**src/rtl/muldiv_pkg.sv**
```systemverilog
// Shared constants and state encoding for the iterative RV32M multiply/divide unit.
package muldiv_pkg;

    localparam int unsigned XLEN_DEF  = 32;
    localparam int unsigned CNT_W_DEF = 5;

    // RV32M funct3 encodings; bit 2 separates divide from multiply.
    localparam logic [2:0] F3_MUL    = 3'b000;
    localparam logic [2:0] F3_MULH   = 3'b001;
    localparam logic [2:0] F3_MULHSU = 3'b010;
    localparam logic [2:0] F3_MULHU  = 3'b011;
    localparam logic [2:0] F3_DIV    = 3'b100;
    localparam logic [2:0] F3_DIVU   = 3'b101;
    localparam logic [2:0] F3_REM    = 3'b110;
    localparam logic [2:0] F3_REMU   = 3'b111;

    typedef enum logic [1:0] {
        ST_IDLE = 2'd0,
        ST_BUSY = 2'd1,
        ST_DONE = 2'd2
    } state_t;

endpackage

```
**src/rtl/muldiv_div_step.sv**
```systemverilog
// One restoring-divide iteration: shift the next dividend bit into the partial
// remainder, trial-subtract the divisor, keep the difference if it did not borrow.
module muldiv_div_step
    import muldiv_pkg::*;
#(
    parameter int unsigned XLEN = XLEN_DEF
) (
    input  logic [XLEN-1:0] i_rem,
    input  logic [XLEN-1:0] i_quo,
    input  logic [XLEN-1:0] i_dvs,
    output logic [XLEN-1:0] o_rem,
    output logic [XLEN-1:0] o_quo
);

    logic [XLEN:0] w_shift;
    logic [XLEN:0] w_diff;
    logic          w_borrow;

    // Partial remainder stays below the divisor, so bit XLEN of the difference is its sign.
    always_comb begin
        w_shift  = {i_rem, i_quo[XLEN-1]};
        w_diff   = w_shift - {1'b0, i_dvs};
        w_borrow = w_diff[XLEN];
        o_rem    = w_borrow ? w_shift[XLEN-1:0] : w_diff[XLEN-1:0];
        o_quo    = {i_quo[XLEN-2:0], ~w_borrow};
    end

endmodule

```
**src/rtl/muldiv_unit.sv**
```systemverilog
// Iterative RV32M multiply/divide unit: 32 radix-2 steps on operand magnitudes,
// sign fix-up on the last step, one-cycle fin pulse with a registered result.
module muldiv_unit
    import muldiv_pkg::*;
#(
    parameter int unsigned XLEN  = XLEN_DEF,
    parameter int unsigned CNT_W = CNT_W_DEF
) (
    input  logic            clk,
    input  logic            rstn,
    input  logic            is_m,
    input  logic            is_d,
    input  logic [2:0]      funct3,
    input  logic [XLEN-1:0] src1,
    input  logic [XLEN-1:0] src2,
    input  logic            flush,
    output logic            fin,
    output logic [XLEN-1:0] result,
    output logic            busy
);

    localparam logic [XLEN-1:0] MIN_NEG = {1'b1, {(XLEN-1){1'b0}}};

    state_t          r_state, w_state_n;
    logic [CNT_W-1:0] r_cnt;
    logic [2:0]      r_op;
    logic [XLEN-1:0] r_acc, r_lo, r_opb, r_result;
    logic            r_neg_q, r_neg_r;

    logic            w_start, w_is_div, w_div0, w_ovf, w_fast;
    logic            w_a_sgn, w_b_sgn;
    logic [XLEN-1:0] w_a_mag, w_b_mag, w_fast_res;
    logic [XLEN:0]   w_mul_sum;
    logic [XLEN-1:0] w_div_rem, w_div_quo;
    logic [XLEN-1:0] w_acc_n, w_lo_n, w_quo_s, w_rem_s, w_final;
    logic [2*XLEN-1:0] w_prod, w_prod_s;

    assign w_start = (is_m | is_d) & ~flush & (r_state == ST_IDLE);
    assign result  = r_result;

    // Operand signs/magnitudes and fast-path detection, evaluated on the start cycle.
    always_comb begin
        w_is_div = funct3[2];
        if (w_is_div) begin
            w_a_sgn = ~funct3[0] & src1[XLEN-1];
            w_b_sgn = ~funct3[0] & src2[XLEN-1];
        end else begin
            w_a_sgn = ((funct3 == F3_MULH) || (funct3 == F3_MULHSU)) & src1[XLEN-1];
            w_b_sgn = (funct3 == F3_MULH) & src2[XLEN-1];
        end
        w_a_mag = w_a_sgn ? -src1 : src1;
        w_b_mag = w_b_sgn ? -src2 : src2;
        w_div0  = (src2 == '0);
        w_ovf   = ~funct3[0] & (src1 == MIN_NEG) & (src2 == '1);
        w_fast  = w_is_div & (w_div0 | w_ovf);
        if (w_div0) w_fast_res = funct3[1] ? src1 : '1;
        else        w_fast_res = funct3[1] ? '0 : MIN_NEG;
    end

    muldiv_div_step #(.XLEN(XLEN)) u_div_step (
        .i_rem (r_acc),
        .i_quo (r_lo),
        .i_dvs (r_opb),
        .o_rem (w_div_rem),
        .o_quo (w_div_quo)
    );

    // One iteration of either shift-add multiply or restoring divide, plus final sign fix-up.
    always_comb begin
        w_mul_sum = {1'b0, r_acc} + (r_lo[0] ? {1'b0, r_opb} : '0);
        w_acc_n   = r_op[2] ? w_div_rem : w_mul_sum[XLEN:1];
        w_lo_n    = r_op[2] ? w_div_quo : {w_mul_sum[0], r_lo[XLEN-1:1]};
        w_prod    = {w_acc_n, w_lo_n};
        w_prod_s  = r_neg_q ? -w_prod : w_prod;
        w_quo_s   = r_neg_q ? -w_lo_n : w_lo_n;
        w_rem_s   = r_neg_r ? -w_acc_n : w_acc_n;
        if (r_op[2])             w_final = r_op[1] ? w_rem_s : w_quo_s;
        else if (r_op == F3_MUL) w_final = w_prod_s[XLEN-1:0];
        else                     w_final = w_prod_s[2*XLEN-1:XLEN];
    end

    // State register.
    always_ff @(posedge clk) begin
        if (!rstn) r_state <= ST_IDLE;
        else       r_state <= w_state_n;
    end

    // Next-state and status outputs.
    always_comb begin
        w_state_n = r_state;
        fin       = 1'b0;
        busy      = 1'b0;
        case (r_state)
            ST_IDLE: begin
                if (w_start) w_state_n = w_fast ? ST_DONE : ST_BUSY;
            end
            ST_BUSY: begin
                busy = 1'b1;
                if (flush)             w_state_n = ST_IDLE;
                else if (r_cnt == '0)  w_state_n = ST_DONE;
            end
            ST_DONE: begin
                busy      = 1'b1;
                fin       = 1'b1;
                w_state_n = ST_IDLE;
            end
            default: w_state_n = ST_IDLE;
        endcase
    end

    // Datapath: capture operands at start, iterate in BUSY, write result on the last step.
    always_ff @(posedge clk) begin
        if (!rstn) begin
            r_cnt    <= '0;
            r_op     <= '0;
            r_acc    <= '0;
            r_lo     <= '0;
            r_opb    <= '0;
            r_neg_q  <= 1'b0;
            r_neg_r  <= 1'b0;
            r_result <= '0;
        end else if (w_start) begin
            r_op    <= funct3;
            r_acc   <= '0;
            r_lo    <= w_a_mag;
            r_opb   <= w_b_mag;
            r_neg_q <= w_a_sgn ^ w_b_sgn;
            r_neg_r <= w_a_sgn;
            if (w_fast) begin
                r_cnt    <= '0;
                r_result <= w_fast_res;
            end else begin
                r_cnt    <= '1;
            end
        end else if ((r_state == ST_BUSY) && !flush) begin
            r_acc <= w_acc_n;
            r_lo  <= w_lo_n;
            r_cnt <= r_cnt - CNT_W'(1);
            if (r_cnt == '0) r_result <= w_final;
        end
    end

endmodule

```
**config.mk**
```make
export PLATFORM = sky130hd
export DESIGN_NAME = muldiv_unit
export DESIGN_NICKNAME = d
export VERILOG_FILES = /design/src/rtl/muldiv_pkg.sv /design/src/rtl/muldiv_div_step.sv /design/src/rtl/muldiv_unit.sv
export SDC_FILE = /design/constraint.sdc
export NUM_CORES = 1
export LEC_CHECK = 0
export ABC_AREA = 1
export BUFFER_PORTS_ARGS = -buffer_cell sky130_fd_sc_hd__clkbuf_2
export CELL_PAD_IN_SITES_DETAIL_PLACEMENT = 0
export CELL_PAD_IN_SITES_GLOBAL_PLACEMENT = 1
export CORE_ASPECT_RATIO = 2
export CORE_UTILIZATION = 41
export DETAILED_ROUTE_END_ITERATION = 7
export PLACE_DENSITY = 0.77
export SLEW_MARGIN = 10
export SYNTH_ARGS = -nofsm -noshare
export SYNTH_HDL_FRONTEND = slang
export SYNTH_SLANG_ARGS = --single-unit
```
**constraint.sdc**
```tcl
create_clock -name clk -period 12.7 [get_ports clk]
set_input_delay 0.635 -clock clk [delete_from_list [all_inputs] [get_ports clk]]
set_output_delay 0.635 -clock clk [all_outputs]
set_load 0.05 [all_outputs]
```
==> results of run 1 <==
[registers in the layout (all words and copies together) (netlist names)]
register  flops
r_acc        32
r_cnt         5
r_lo         32
r_neg_q       1
r_neg_r       1
r_op          3
r_opb        32
r_state       2
result       32
[through the flow]
step,setup WS [ns],hold slack (ns),total power [W],instances,utilization
floorplan,8.46,0.440,0.00149,3121,-
global placement,7.13,0.455,0.00196,3674,0.438
detailed placement,7.03,0.456,0.00196,3674,0.438
CTS,7.01,0.453,0.00254,3706,0.453
global route,6.36,0.481,0.00272,3706,0.453
finish,6.97,0.461,0.00259,3707,0.453
[cell usage in the layout, fill, tap and decap left out, drive strengths merged, types with 21 or more instances in the layout]
cell	count
xor2	75
o21ai	260
inv	487
nand3	256
nor2	329
clkbuf	124
nand2	924
a21oi	221
nand4	36
or2	21
nor3	50
dfxtp	140
o22ai	25
ha	74
[where the power goes]
part	switching (W)	internal [W]
registers	0.0000490	0.000486
logic	0.00110	0.000379
clock network	0.000244	0.000336
[worst max-delay path by stage]
stage                                         end  slack [ns]  depth (start not counted)
after floorplan           result[14]$_SDFFE_PN0P_        8.46                         36
after global placement    result[30]$_SDFFE_PN0P_        7.13                         36
after detailed placement  result[30]$_SDFFE_PN0P_        7.03                         36
after CTS                 result[30]$_SDFFE_PN0P_        7.01                         36
after global routing      result[30]$_SDFFE_PN0P_        6.36                         36
final                     result[30]$_SDFFE_PN0P_        6.97                         36
[worst reg2reg max path, delay by kind of cell, from the launching register on]
family / cells / cell delay (ns)
adders and majority gates: 3 / 0.78
buffers and inverters: 6 / 0.49
AOI/OAI and AO/OA: 1 / 0.17
DFF: 1 / 0.34
and+or+nand+nor: 26 / 3.87
[metal layers]
metal | track usage | routed length [um] | vias up
li1 | - | - | 10100
met1 | 0.388 | 28900 | 9738
met2 | 0.780 | 46500 | 1001
met3 | 0.0923 | 5060 | 469
met4 | 0.512 | 13100 | 0
met5 | 0 | 0 | -
[layout make-up]
cell class | count | area [sq um] | area share
antenna | 1 | 2.50 | 0.000134
clock buffer | 19 | 443 | 0.0237
clock inverter | 13 | 190 | 0.0102
inverter | 486 | 1820 | 0.0976
multi-input combinational | 2388 | 12100 | 0.646
sequential | 140 | 2810 | 0.150
tap | 535 | 669 | 0.0358
timing repair buffer | 125 | 676 | 0.0361
[kinds of logic after synthesis]
family | Yosys count | share of synthesized area
xor+xnor | 93 | 0.0472
fa+ha+maj | 76 | 0.0560
buf+inv | 593 | 0.137
compound gates | 567 | 0.179
flops | 140 | 0.163
simple gates | 1652 | 0.418
==> flow_metrics.env, run 1 <==
export IMPL_grt_pass1_wl_um=138000
export IMPL_core_area_sq_um=41300
export IMPL_powerDensity_nw_per_um2=139
export IMPL_post_synth_top_count_cell="nand2_1"
export IMPL_worst_setup_path_start_kind="flop"
export IMPL_clk_latency_ns=0.47
export IMPL_async_flop_share=0
export IMPL_cts_resized=0
export IMPL_grt_pass1_vias=21100
export IMPL_fin_crit_ns=5.73
export IMPL_synth_edff_count=0
export IMPL_slowest_stage="nand2_2"
export IMPL_synth_area_sq_um=17200
export IMPL_clk_path_buf_depth=2
export IMPL_hold_start="funct3[2]"
export IMPL_antenna_left=0
export IMPL_cts_setup_buffers=0
export IMPL_cp_slowest_stage_delay_ns=0.47
export IMPL_grt_setup_unrepaired="no"
export IMPL_cp_startpoint="r_lo[31]$_SDFFE_PN0P_"
export IMPL_min_to="r_op[2]$_SDFFE_PN0P_"
export IMPL_irDropWorstVdd_v=0.000110
export IMPL_hold_depth=3
export IMPL_fin_setup_tns_ns=0
export IMPL_portBuffers=105
export IMPL_synth_cell_types=58
export IMPL_clock_sinks=140
export IMPL_post_route_period_util=0.451
export IMPL_leakage_nw=9.76
export IMPL_drive_gt1_frac=0.0921
export IMPL_hold_path_class="in2reg"
export IMPL_r2r_end="result[30]$_SDFFE_PN0P_"
export IMPL_viasPerCell=5.74
export IMPL_overflow=0
export IMPL_clk_pin_slew_worst_paths_ns=0.07
export IMPL_cts_root_buffer="clkbuf_16"
export IMPL_worstMarginPinSlew_ns=1.28
export IMPL_vias=21300
export IMPL_synth_top_area_cell="nand2_1"
export IMPL_yosysWarnings=0
export IMPL_cp_required_ns=13.07
export IMPL_end_kind="flop"
export IMPL_finalWirelength_um=93600
export IMPL_htreeDepth=4
export IMPL_num_io_pins=106
export IMPL_cp_num_buf_inv=6
export IMPL_cap_violations=0
export IMPL_clock_fmax_mhz=175
export IMPL_drt_iter0_drc=2056
export IMPL_synth_common_cells="876 x nand2_1, 474 x inv_1, 302 x nor2_1"
export IMPL_maxSlewViolCount=0
export IMPL_syn_num_nets=3269
export IMPL_synthCells=3121
export IMPL_first_pass_iters=5
export IMPL_r2r_slack_ns=6.97
export IMPL_maxSlewHeadroom=0.146
export IMPL_rr_startpoint="r_lo[31]$_SDFFE_PN0P_"
export IMPL_die_area_sq_um=42900
export IMPL_cts_buffers=17
export IMPL_fp_dieH_um=292
export IMPL_antenna_found_initial=2
export IMPL_fin_area_sq_um=18700
export IMPL_crit_top_cell="nand2_2"
export IMPL_path_delay_family="simple AND/OR/NAND/NOR gates"
export IMPL_cp_arrival_ns=6.10
export IMPL_fill_cells=4791
export IMPL_start_util=0.418
export IMPL_dp_hpwl_um=74500
export IMPL_fin_skew_ns=0.0160
export IMPL_setup_violations=0
export IMPL_placed_area_sq_um=18100
export IMPL_synth_top_cell_area_share=0.191
export IMPL_drcViolationCount=0
export IMPL_nNetsFinal=3306
export IMPL_finalHoldViolCount=0
export IMPL_path_class="reg2reg"
export IMPL_ys_ff_latch=140
export IMPL_synth_main_ff_cell="dfxtp_1"
export IMPL_num_rows=105
export IMPL_status="finished clean"
export IMPL_gp_congestion=1.05
export IMPL_grt_max_degree=84
export IMPL_routedWlPerCell_um=25.2
export IMPL_cts_hold_buf=0
export IMPL_cp_max_fo=29
export IMPL_ys_seq_area_frac=0.163
export IMPL_syn2layout_area_growth_pct=8.42
export IMPL_r2r_cells=36
export IMPL_die_w_um=147
export IMPL_tritoncts="built"
export IMPL_grtUsageTotal=0.443
export IMPL_ys_top_cells_by_area="nand2_1 19%, dfxtp_1 16%, inv_1 10%"
export IMPL_postSynthAreaPerCell_sq_um=5.52
(Power assumes the default switching activity.)
==> run 2: changes to the inputs <==
--- a/config.mk
+++ b/config.mk
@@ -10,7 +10,7 @@
 export CELL_PAD_IN_SITES_DETAIL_PLACEMENT = 0
 export CELL_PAD_IN_SITES_GLOBAL_PLACEMENT = 1
 export CORE_ASPECT_RATIO = 2
-export CORE_UTILIZATION = 41
+export CORE_UTILIZATION = 39
 export DETAILED_ROUTE_END_ITERATION = 7
 export PLACE_DENSITY = 0.77
 export SLEW_MARGIN = 10
==> constraint.sdc (replaced) <==
create_clock -name clk -period 4.95 [get_ports clk]
set_input_delay 0.2475 -clock clk [delete_from_list [all_inputs] [get_ports clk]]
set_output_delay 0.2475 -clock clk [all_outputs]
set_load 0.05 [all_outputs]
==> run 2 against run 1 <==
The run now ends with design-rule violations left. Clock power up 130%. Sequential power rose to 2.5 times the previous value. Final cell count up 4.0%. Count of clock-buffer cells in the layout down 2. Cell area up 5.4%. Flip-flop and latch count unchanged. Critical path depth down 10. Combinational power rose to 2.8 times the previous value. First-iteration DRC count down 9.5%. Via count up 4.4%. Utilization about the same. Maximum frequency up 19%.
==> flow_metrics.env, run 2 (same netlist as run 1, synthesis figures left out) <==
export IMPL_grt_max_degree=82
export IMPL_finalWirelength_um=98700
export IMPL_clk_latency_ns=0.49
export IMPL_die_w_um=151
export IMPL_nNetsFinal=3441
export IMPL_finalHoldViolCount=0
export IMPL_antenna_cells_inserted=0
export IMPL_layout_commonest_cell="nand2_1"
export IMPL_end_kind="flop"
export IMPL_num_rows=108
export IMPL_grt_pass1_vias=21900
export IMPL_clk_pin_slew_worst_paths_ns=0.08
export IMPL_drt_iter0_drc=1860
export IMPL_status="finished, violations left"
export IMPL_antenna_found_initial=0
export IMPL_dp_hpwl_um=79100
export IMPL_tritoncts="built"
export IMPL_setup_violations=0
export IMPL_path_class="reg2reg"
export IMPL_layout_common_cells="874 x nand2_1, 472 x inv_1, 301 x nor2_1, 246 x o21ai_0, 245 x nand3_1"
export IMPL_cp_required_ns=5.28
export IMPL_cp_max_fo=28
export IMPL_antenna_left=0
export IMPL_fill_cells=4912
export IMPL_drive_gt1_frac=0.131
export IMPL_num_io_pins=106
export IMPL_cp_arrival_ns=5.14
export IMPL_worst_setup_path_start_kind="flop"
export IMPL_syn2layout_area_growth_pct=14.3
export IMPL_core_area_sq_um=43500
export IMPL_cts_root_buffer="clkbuf_16"
export IMPL_cap_violations=0
export IMPL_cts_buffers=17
export IMPL_post_route_period_util=0.972
export IMPL_overflow=0
export IMPL_grt_setup_unrepaired="no"
export IMPL_routedWlPerCell_um=25.6
export IMPL_maxSlewViolCount=0
export IMPL_htreeDepth=4
export IMPL_maxSlewHeadroom=0.173
export IMPL_clock_fmax_mhz=208
export IMPL_multi_input_area_sq_um=12100
export IMPL_fin_skew_ns=0.0153
export IMPL_fin_setup_tns_ns=0
export IMPL_die_area_sq_um=45100
export IMPL_powerDensity_nw_per_um2=348
export IMPL_gp_congestion=1.08
export IMPL_viasPerCell=5.76
export IMPL_cts_hold_buf=0
export IMPL_fp_dieH_um=299
export IMPL_grt_pass1_wl_um=145000
export IMPL_clock_sinks=140
export IMPL_first_pass_iters=8
export IMPL_seq_area_sq_um=2810
export IMPL_leakage_nw=10.4
export IMPL_hold_path_class="in2reg"
export IMPL_fin_crit_ns=4.81
export IMPL_hold_ws_ns=0.0740
export IMPL_drcViolationCount=4
export IMPL_grtUsageTotal=0.451
export IMPL_start_util=0.396
export IMPL_irDropWorstVdd_v=0.000264
export IMPL_violations="design-rule violations"
export IMPL_worstMarginPinSlew_ns=1.23
export IMPL_clk_path_buf_depth=2
export IMPL_portBuffers=105
export IMPL_vias=22200
==> run 2: cell count changes in the layout (fill, tap and decap cells not counted), sizes merged <==
cell and change:
buf +135, bufinv -4, clkbuf -2, clkinv -2
diode -1, inv +8
==> run 2: worst max-delay path: stages (launching register included) <==
cell and delay (ns):
dfxtp_1 0.37, inv_1 0.06, ha_1 0.36, nand2_1 0.12, nor2_1 0.19, nand2_1 0.15, nor2_1 0.32, nand2_4 0.12
nand2_4 0.08, nand2_4 0.04, nand2_2 0.11, buf_4 0.41, nand2_1 0.12, nand3_2 0.11, nand2_4 0.06, inv_2 0.06
ha_1 0.25, inv_1 0.10, buf_4 0.17, nor2_2 0.32, nand2_1 0.20, o21ai_0 0.26, nor2_1 0.07, o21ai_0 0.29
nand2_1 0.13, nand2_1 0.08, a21oi_1 0.06
==> run 2: area by class of cell <==
cell class,count,share of cell area
Clock buffer,17,0.0216
Multi-Input combinational cell,2388,0.614
Timing Repair Buffer,260,0.0870
Inverter,486,0.0926
Sequential cell,140,0.143
Clock inverter,15,0.00743
Tap cell,550,0.0349
==> run 2: report_power, final <==
part           internal, W  total [W]  switching (W)
clock network     0.000670    0.00134       0.000667
registers          0.00125    0.00135       0.000106
logic              0.00120    0.00417        0.00296
==> run 2: repair_timing <==
item / in CTS / in global routing
resized for setup: 0 / 6
endpoints found under the setup margin: 0 / 13
setup buffers: 0 / 1
==> run 2: through the flow <==
step,std cells,setup WS [ns],utilization,total power [W],area (sq um)
after floorplan,3121,0.706,-,0.00383,17200
after global placement,3822,0.332,0.439,0.00536,19100
after detailed placement,3822,0.251,0.439,0.00536,19100
after CTS,3854,0.243,0.452,0.00670,19700
after global routing,3856,0.00206,0.453,0.00721,19700
final,3856,0.139,0.453,0.00686,19700
==> run 2: final timing paths <==
path	from	to	slack, ns	depth (start not counted)
setup / recovery	r_opb[26]$_SDFFE_PN0P_	result[10]$_SDFFE_PN0P_	0.14	26
hold / removal	src2[9]	r_opb[9]$_SDFFE_PN0P_	0.07	3
setup reg to reg	r_opb[26]$_SDFFE_PN0P_	result[10]$_SDFFE_PN0P_	0.14	26
hold reg to reg	r_lo[3]$_SDFFE_PN0P_	r_lo[3]$_SDFFE_PN0P_	0.47	2
==> run 2: routing by layer <==
layer	global-route usage	part of all wire	wire length [um]
met5	0.00222	0	0
met4	0.540	0.15	15000
met3	0.108	0.060	5910
met2	0.780	0.49	48400
met1	0.385	0.30	29300
